--- src/rtl/mig_pkg.sv ---
// Shared definitions for the MIG read-port arbiter: command codes, FSM states
// and default field widths.
package mig_pkg;

  localparam int MIG_AW  = 30;
  localparam int MIG_BLW = 6;

  localparam logic [2:0] MIG_CMD_RD = 3'b001;
  localparam logic [2:0] MIG_CMD_WR = 3'b000;

  typedef enum logic [1:0] {
    IDLE = 2'd0,
    CMD  = 2'd1,
    READ = 2'd2,
    DONE = 2'd3
  } state_t;

endpackage

--- src/rtl/mig_rd_arbiter_if.sv ---
// MIG-style command and read-FIFO port; the arbiter is master, the memory
// controller is slave.
interface mig_rd_arbiter_if
  import mig_pkg::*;
#(
  parameter int AW  = MIG_AW,
  parameter int BLW = MIG_BLW
);

  logic           cmd_en;
  logic [2:0]     cmd_instr;
  logic [BLW-1:0] cmd_bl;
  logic [AW-1:0]  cmd_byte_addr;
  logic           cmd_full;
  logic           rd_en;
  logic [31:0]    rd_data;
  logic           rd_empty;

  modport master (
    output cmd_en, cmd_instr, cmd_bl, cmd_byte_addr, rd_en,
    input  cmd_full, rd_data, rd_empty
  );

  modport slave (
    input  cmd_en, cmd_instr, cmd_bl, cmd_byte_addr, rd_en,
    output cmd_full, rd_data, rd_empty
  );

endinterface

--- src/rtl/mig_rd_arbiter_rr_arb2.sv ---
// Two-way round-robin selector; the last-grant pointer resets to 1 so
// requester 0 wins the first tie.
module rr_arb2 (
  input  logic       clk,
  input  logic       rst,
  input  logic [1:0] req,
  input  logic       take,
  output logic       valid,
  output logic       sel
);

  logic last_q;

  always_comb begin
    valid = |req;
    sel   = 1'b0;
    if (req == 2'b10)
      sel = 1'b1;
    else if (req == 2'b11)
      sel = ~last_q;
  end

  always_ff @(posedge clk) begin
    if (rst)
      last_q <= 1'b1;
    else if (take && valid)
      last_q <= sel;
  end

endmodule

--- src/rtl/mig_rd_arbiter.sv ---
// Shares one MIG command/read port between I-cache (0) and D-cache (1) fills:
// round-robin grant, one burst read per grant, per-beat watchdog.
module mig_rd_arbiter
  import mig_pkg::*;
#(
  parameter int AW      = MIG_AW,
  parameter int BLW     = MIG_BLW,
  parameter int TIMEOUT = 1024
) (
  input  logic              clk,
  input  logic              rst,
  input  logic              req0,
  input  logic [AW-1:0]     adr0,
  input  logic [BLW-1:0]    bl0,
  output logic              gnt0,
  output logic              dv0,
  output logic              done0,
  output logic              err0,
  input  logic              req1,
  input  logic [AW-1:0]     adr1,
  input  logic [BLW-1:0]    bl1,
  output logic              gnt1,
  output logic              dv1,
  output logic              done1,
  output logic              err1,
  output logic [31:0]       rd_dat,
  mig_rd_arbiter_if.master  mem
);

  localparam int TW = $clog2(TIMEOUT) + 1;
  // Abort on the empty cycle that would take the counter to TIMEOUT-1, so
  // err is visible in the cycle the counter reaches that value.
  localparam logic [TW-1:0] TO_ABORT = TW'(TIMEOUT - 2);
  localparam logic [AW-1:0] WORD_MASK = ~AW'(3);

  state_t         state;
  logic           owner;
  logic [AW-1:0]  addr_q;
  logic [BLW-1:0] bl_q;
  logic [BLW-1:0] beat_q;
  logic [TW-1:0]  tcnt_q;
  logic           cmd_en_q;
  logic [1:0]     err_q;
  logic [31:0]    dat_q;
  logic           arb_valid;
  logic           arb_sel;

  rr_arb2 u_arb (
    .clk   (clk),
    .rst   (rst),
    .req   ({req1, req0}),
    .take  (state == IDLE),
    .valid (arb_valid),
    .sel   (arb_sel)
  );

  always_ff @(posedge clk) begin
    if (rst) begin
      state    <= IDLE;
      owner    <= 1'b0;
      addr_q   <= '0;
      bl_q     <= '0;
      beat_q   <= '0;
      tcnt_q   <= '0;
      cmd_en_q <= 1'b0;
      err_q    <= '0;
      dat_q    <= '0;
    end else begin
      cmd_en_q <= 1'b0;
      err_q    <= '0;
      if (mem.rd_en)
        dat_q <= mem.rd_data;
      case (state)
        IDLE: begin
          if (arb_valid) begin
            owner  <= arb_sel;
            addr_q <= (arb_sel ? adr1 : adr0) & WORD_MASK;
            bl_q   <= arb_sel ? bl1 : bl0;
            state  <= CMD;
          end
        end
        CMD: begin
          if (!mem.cmd_full) begin
            cmd_en_q <= 1'b1;
            beat_q   <= '0;
            tcnt_q   <= '0;
            state    <= READ;
          end
        end
        READ: begin
          if (mem.rd_en) begin
            beat_q <= beat_q + 1'b1;
            tcnt_q <= '0;
            if (beat_q == bl_q)
              state <= DONE;
          end else if (tcnt_q == TO_ABORT) begin
            err_q[owner] <= 1'b1;
            state        <= IDLE;
          end else begin
            tcnt_q <= tcnt_q + 1'b1;
          end
        end
        DONE:    state <= IDLE;
        default: state <= IDLE;
      endcase
    end
  end

  always_comb begin
    mem.rd_en         = (state == READ) && !mem.rd_empty;
    mem.cmd_en        = cmd_en_q;
    mem.cmd_instr     = cmd_en_q ? MIG_CMD_RD : '0;
    mem.cmd_bl        = cmd_en_q ? bl_q : '0;
    mem.cmd_byte_addr = cmd_en_q ? addr_q : '0;
    rd_dat            = mem.rd_en ? mem.rd_data : dat_q;
    gnt0              = (state != IDLE) && !owner;
    gnt1              = (state != IDLE) && owner;
    dv0               = mem.rd_en && !owner;
    dv1               = mem.rd_en && owner;
    done0             = (state == DONE) && !owner;
    done1             = (state == DONE) && owner;
    err0              = err_q[0];
    err1              = err_q[1];
  end

endmodule

--- src/flat_wrapper.sv ---
// flat-port wrapper written by rule: the top's interface ports become plain ports
module mig_rd_arbiter_flat import mig_pkg::*;
#(
  parameter int AW      = MIG_AW,
  parameter int BLW     = MIG_BLW,
  parameter int TIMEOUT = 1024
)
  (clk, rst, req0, adr0, bl0, gnt0, dv0, done0, err0, req1, adr1, bl1, gnt1, dv1, done1, err1, rd_dat, mem_cmd_en, mem_cmd_instr, mem_cmd_bl, mem_cmd_byte_addr, mem_rd_en, mem_cmd_full, mem_rd_data, mem_rd_empty);
  mig_rd_arbiter_if #(.AW(AW), .BLW(BLW)) mem_i ();
  input  logic clk;
  input  logic rst;
  input  logic req0;
  input  logic [AW-1:0] adr0;
  input  logic [BLW-1:0] bl0;
  output logic gnt0;
  output logic dv0;
  output logic done0;
  output logic err0;
  input  logic req1;
  input  logic [AW-1:0] adr1;
  input  logic [BLW-1:0] bl1;
  output logic gnt1;
  output logic dv1;
  output logic done1;
  output logic err1;
  output logic [31:0] rd_dat;
  output wire logic [$bits(mem_i.cmd_en)-1:0] mem_cmd_en;
  output wire logic [$bits(mem_i.cmd_instr)-1:0] mem_cmd_instr;
  output wire logic [$bits(mem_i.cmd_bl)-1:0] mem_cmd_bl;
  output wire logic [$bits(mem_i.cmd_byte_addr)-1:0] mem_cmd_byte_addr;
  output wire logic [$bits(mem_i.rd_en)-1:0] mem_rd_en;
  input wire logic [$bits(mem_i.cmd_full)-1:0] mem_cmd_full;
  input wire logic [$bits(mem_i.rd_data)-1:0] mem_rd_data;
  input wire logic [$bits(mem_i.rd_empty)-1:0] mem_rd_empty;
  assign mem_cmd_en = mem_i.cmd_en;
  assign mem_cmd_instr = mem_i.cmd_instr;
  assign mem_cmd_bl = mem_i.cmd_bl;
  assign mem_cmd_byte_addr = mem_i.cmd_byte_addr;
  assign mem_rd_en = mem_i.rd_en;
  assign mem_i.cmd_full = mem_cmd_full;
  assign mem_i.rd_data = mem_rd_data;
  assign mem_i.rd_empty = mem_rd_empty;
  mig_rd_arbiter #(.AW(AW), .BLW(BLW), .TIMEOUT(TIMEOUT)) u_core (.clk(clk), .rst(rst), .req0(req0), .adr0(adr0), .bl0(bl0), .gnt0(gnt0), .dv0(dv0), .done0(done0), .err0(err0), .req1(req1), .adr1(adr1), .bl1(bl1), .gnt1(gnt1), .dv1(dv1), .done1(done1), .err1(err1), .rd_dat(rd_dat), .mem(mem_i));
endmodule
--- config.mk ---
export PLATFORM = sky130hd
export DESIGN_NAME = mig_rd_arbiter_flat
export DESIGN_NICKNAME = d
export VERILOG_FILES = /design/src/rtl/mig_pkg.sv /design/src/rtl/mig_rd_arbiter_if.sv /design/src/rtl/mig_rd_arbiter_rr_arb2.sv /design/src/rtl/mig_rd_arbiter.sv /design/src/flat_wrapper.sv
export SDC_FILE = /design/constraint.sdc
export NUM_CORES = 1
export LEC_CHECK = 0
export CAP_MARGIN = 0
export CORE_AREA = 5 5 102 104
export CTS_BUF_LIST = sky130_fd_sc_hd__clkbuf_2 sky130_fd_sc_hd__clkbuf_4 sky130_fd_sc_hd__clkbuf_8
export DETAILED_ROUTE_END_ITERATION = 7
export DIE_AREA = 0 0 107 109
export HOLD_SLACK_MARGIN = 0.15
export PLACE_DENSITY = 0.89
export SYNTH_ARGS = -nofsm -noshare
export SYNTH_HDL_FRONTEND = slang
export SYNTH_SLANG_ARGS = --single-unit
--- constraint.sdc ---
create_clock -name clk -period 4.2 [get_ports clk]
set_input_delay 0.63 -clock clk [delete_from_list [all_inputs] [get_ports clk]]
set_output_delay 0.63 -clock clk [all_outputs]
set_load 0.02 [all_outputs]
==> impl_results.md <==
- I/O Buffers: 182
- Ant. Diodes: 0
- Worst-path maximum fanout: 37
- Most used DFF post-synth: dfxtp_1
- Clock period minus worst slack: 3380 ps
- PD cells: 439 mW/mm²
- Total global routing track utilization: 0.187
- Worst reg2reg setup slack: 1920 ps
- Fin. max-slew vios: 0
- Routed WL per cell: 15.1 µm
- Cell Area, Placed: 0.00613 mm²
- Commonest cells after routing, fill and taps aside: clkdlybuf4s50_1, dfxtp_1, nor2_1
- Nets: 732
- Status: complete, no violations
- # IOs: 191
- # fillers: 725
- Initial Utilization: 0.451
- Top Metal Used: met4
- Worst Reg-to-Reg Cells: 5
- Number of nets with antenna violations after routing: 0
- Worst-case clock skew: 10.4 ps
- Crit. Startpoint: mem_rd_empty
- Length of the first detailed-routing pass in iterations: 5
- Core Box Area: 0.00946 mm²
- First-pass GRT wire length: 17400 µm
- Clock Sinks: 90
- HP Start: u_core.addr_q[8]
- HP Class: register to register
- Row cnt: 36
- Placer Congestion: 0.821
- Number of global-route vias before repair: 3674
- Worst-Skew Late Latency: 350 ps
- RSZ-0062 raised after global routing: no
- DR vias: 3695
- Die Area: 0.0117 mm²
- Mapped cell area: 0.00427 mm²
- Final instance area: 0.00636 mm²
- Slowest stage cell on the critical path: clkdlybuf4s50_1
- Cell repeated most along the worst path: clkdlybuf4s50_1
- Origin of the critical flop-to-flop path: u_core.state[0]
- Register area: 0.00180 mm²
- DRC: 0
- Setup_tns: 0 ps
- Synth warnings: 0
- Clk buf depth: 2
- Setup crit end: rd_dat[1]
- Post-CTS Repair Setup Buffers: 0
- Met2 Wirelength: 5310 µm
- Post-synth EDFFs: 0
- Gate Count Post-Synth: 449
- Vias per cell: 5.03
- Initial antenna violation count: 0
- Worst vdd ir: 0.250 mV
- WL met1: 4520 µm
- Critical path class: primary input to output pin
- CTS H-tree depth: 3
- Synthesized area per cell: 9.50 µm²
- Yosys cell types: 39
- Die height: 109 µm
- Worst rel slew slack: 0.220
- WL met3: 1130 µm
- CTS-repair resized insts: 0
- Least-Margin Pin Slew: 1170 ps
- Detail Placement HPWL: 8450 µm
- Max Fclk: 296 MHz
- First DRT Iteration DRCs: 149
- Layout cells sized above 1: 0.0968
- Clk Tree Root Cell: clkbuf_8
- Max cap viols: 0
- CTS clk-pin slew, worst paths: 80 ps
- FFs w/ async S/R, synth: 0
- TritonCTS Buffers: 9
- CP Launch Type: primary input
- Largest net degree at the start of global routing: 70
- CP peak stage delay: 580 ps
- Setup WS pre-CTS: 809 ps
- Yosys reg bits: 90
- Leak: 2.44 nW
- CTS tree: yes
- Aggregate global routing overflow: 0
- Sequential-to-total area share from yosys stat: 0.422
- Total Power: 2.79 mW
- Required @ worst endpoint: 3570 ps
- Area Growth Syn to Fin: 49.2%
- Final WS setup: 821 ps
- Worst reg2reg endpoint: u_core.addr_q[7]
- Overall routed net length: 11100 µm
- CP Cell Sequence: clkdlybuf4s50_1, nor2b_4, buf_4, mux2_2, clkdlybuf4s50_1
- Part of the cycle the worst path needs: 0.804
- Commonest non-fill, non-tap cell in the layout: clkdlybuf4s50_1
- Final Hold Fails: 0
- CP Capture Type: output pin
- Final core utilization: 0.673
- Die X: 107 µm
- Multi-input gate area: 0.00232 mm²
- Hold-fix buffers, CTS: 0
- Final-report setup violation count: 0
- CP arrival: 2750 ps
==> logic make-up after synthesis <==
family / after synthesis / synth area share
AOI/OAI and AO/OA: 60 / 0.106
xor gates and xnor gates: 17 / 0.0349
adders and majority gates: 7 / 0.0205
buffers and inverters: 39 / 0.0411
DFF: 90 / 0.422
muxes: 66 / 0.164
other: 1 / 0.000879
and+or+nand+nor: 169 / 0.210
==> cells in the mapped netlist (3+ instances only) <==
master | instances | area [µm²]
xnor2_1 | 10 | 87.6
nand2_1 | 11 | 41.3
nor4_1 | 5 | 31.3
ha_1 | 7 | 87.6
clkbuf_1 | 19 | 71.3
mux2i_1 | 34 | 340
dfxtp_1 | 90 | 1800
nand3_1 | 4 | 20.0
nor3_1 | 8 | 40.0
xor2_1 | 7 | 61.3
buf_4 | 5 | 37.5
mux2_2 | 32 | 360
a21oi_1 | 5 | 25.0
nand2b_1 | 4 | 25.0
nor2b_1 | 36 | 225
and2_1 | 37 | 231
inv_1 | 5 | 18.8
nor2_1 | 54 | 203
o21ai_0 | 3 | 15.0
buf_2 | 8 | 40.0
nand4_1 | 3 | 18.8
a211oi_1 | 35 | 263
==> how the worst min path moves through the flow <==
stage | end | slack [ps] | cells after the start
final | u_core.addr_q[8] | 500 | 2
after global routing | u_core.addr_q[20] | 510 | 2
after CTS | u_core.addr_q[20] | 500 | 2
after detailed placement | u_core.addr_q[20] | 490 | 2
after global placement | u_core.addr_q[11] | 480 | 2
after floorplan | u_core.state[1] | 470 | 1
==> layer usage <==
layer | track usage | vias up
met4 | 0.0621 | 0
met3 | 0.0675 | 12
met2 | 0.319 | 154
li1 | - | 1867
met5 | 0 | -
met1 | 0.218 | 1662
==> worst max-delay path, delay by kind of cell <==
family / cells / cell delay (ps)
simple gates: 1 / 160
mux: 1 / 400
buf+inv: 3 / 1520
==> sequential cells by signal, indices dropped and copies added (netlist names) <==
register / cells
u_core.owner: 1
u_core.bl_q: 6
u_core.tcnt_q: 11
u_core.dat_q: 32
u_core.beat_q: 6
u_core.mem.cmd_en: 1
u_core.state: 2
u_core.addr_q: 28
u_core.u_arb.last_q: 1
u_core.err_q: 2
==> metrics by stage <==
step | hold WS [ps] | std cells
after floorplan | 471 | 452
after global placement | 482 | 718
after detailed placement | 486 | 718
after CTS | 498 | 734
after global routing | 515 | 734
final | 497 | 734
==> layout make-up <==
type	instances	area share
clock buffer	10	0.0216
clock inverter	6	0.0151
inverter	5	0.00295
multi-input combinational	323	0.365
sequential	90	0.283
tap	114	0.0224
timing repair buffer	186	0.290
==> where the power goes <==
part | total (mW) | internal [mW] | switching [mW]
combinational | 1.01 | 0.491 | 0.521
clock | 0.677 | 0.359 | 0.318
sequential | 1.10 | 1.01 | 0.0961
(Power assumes the default switching activity.)
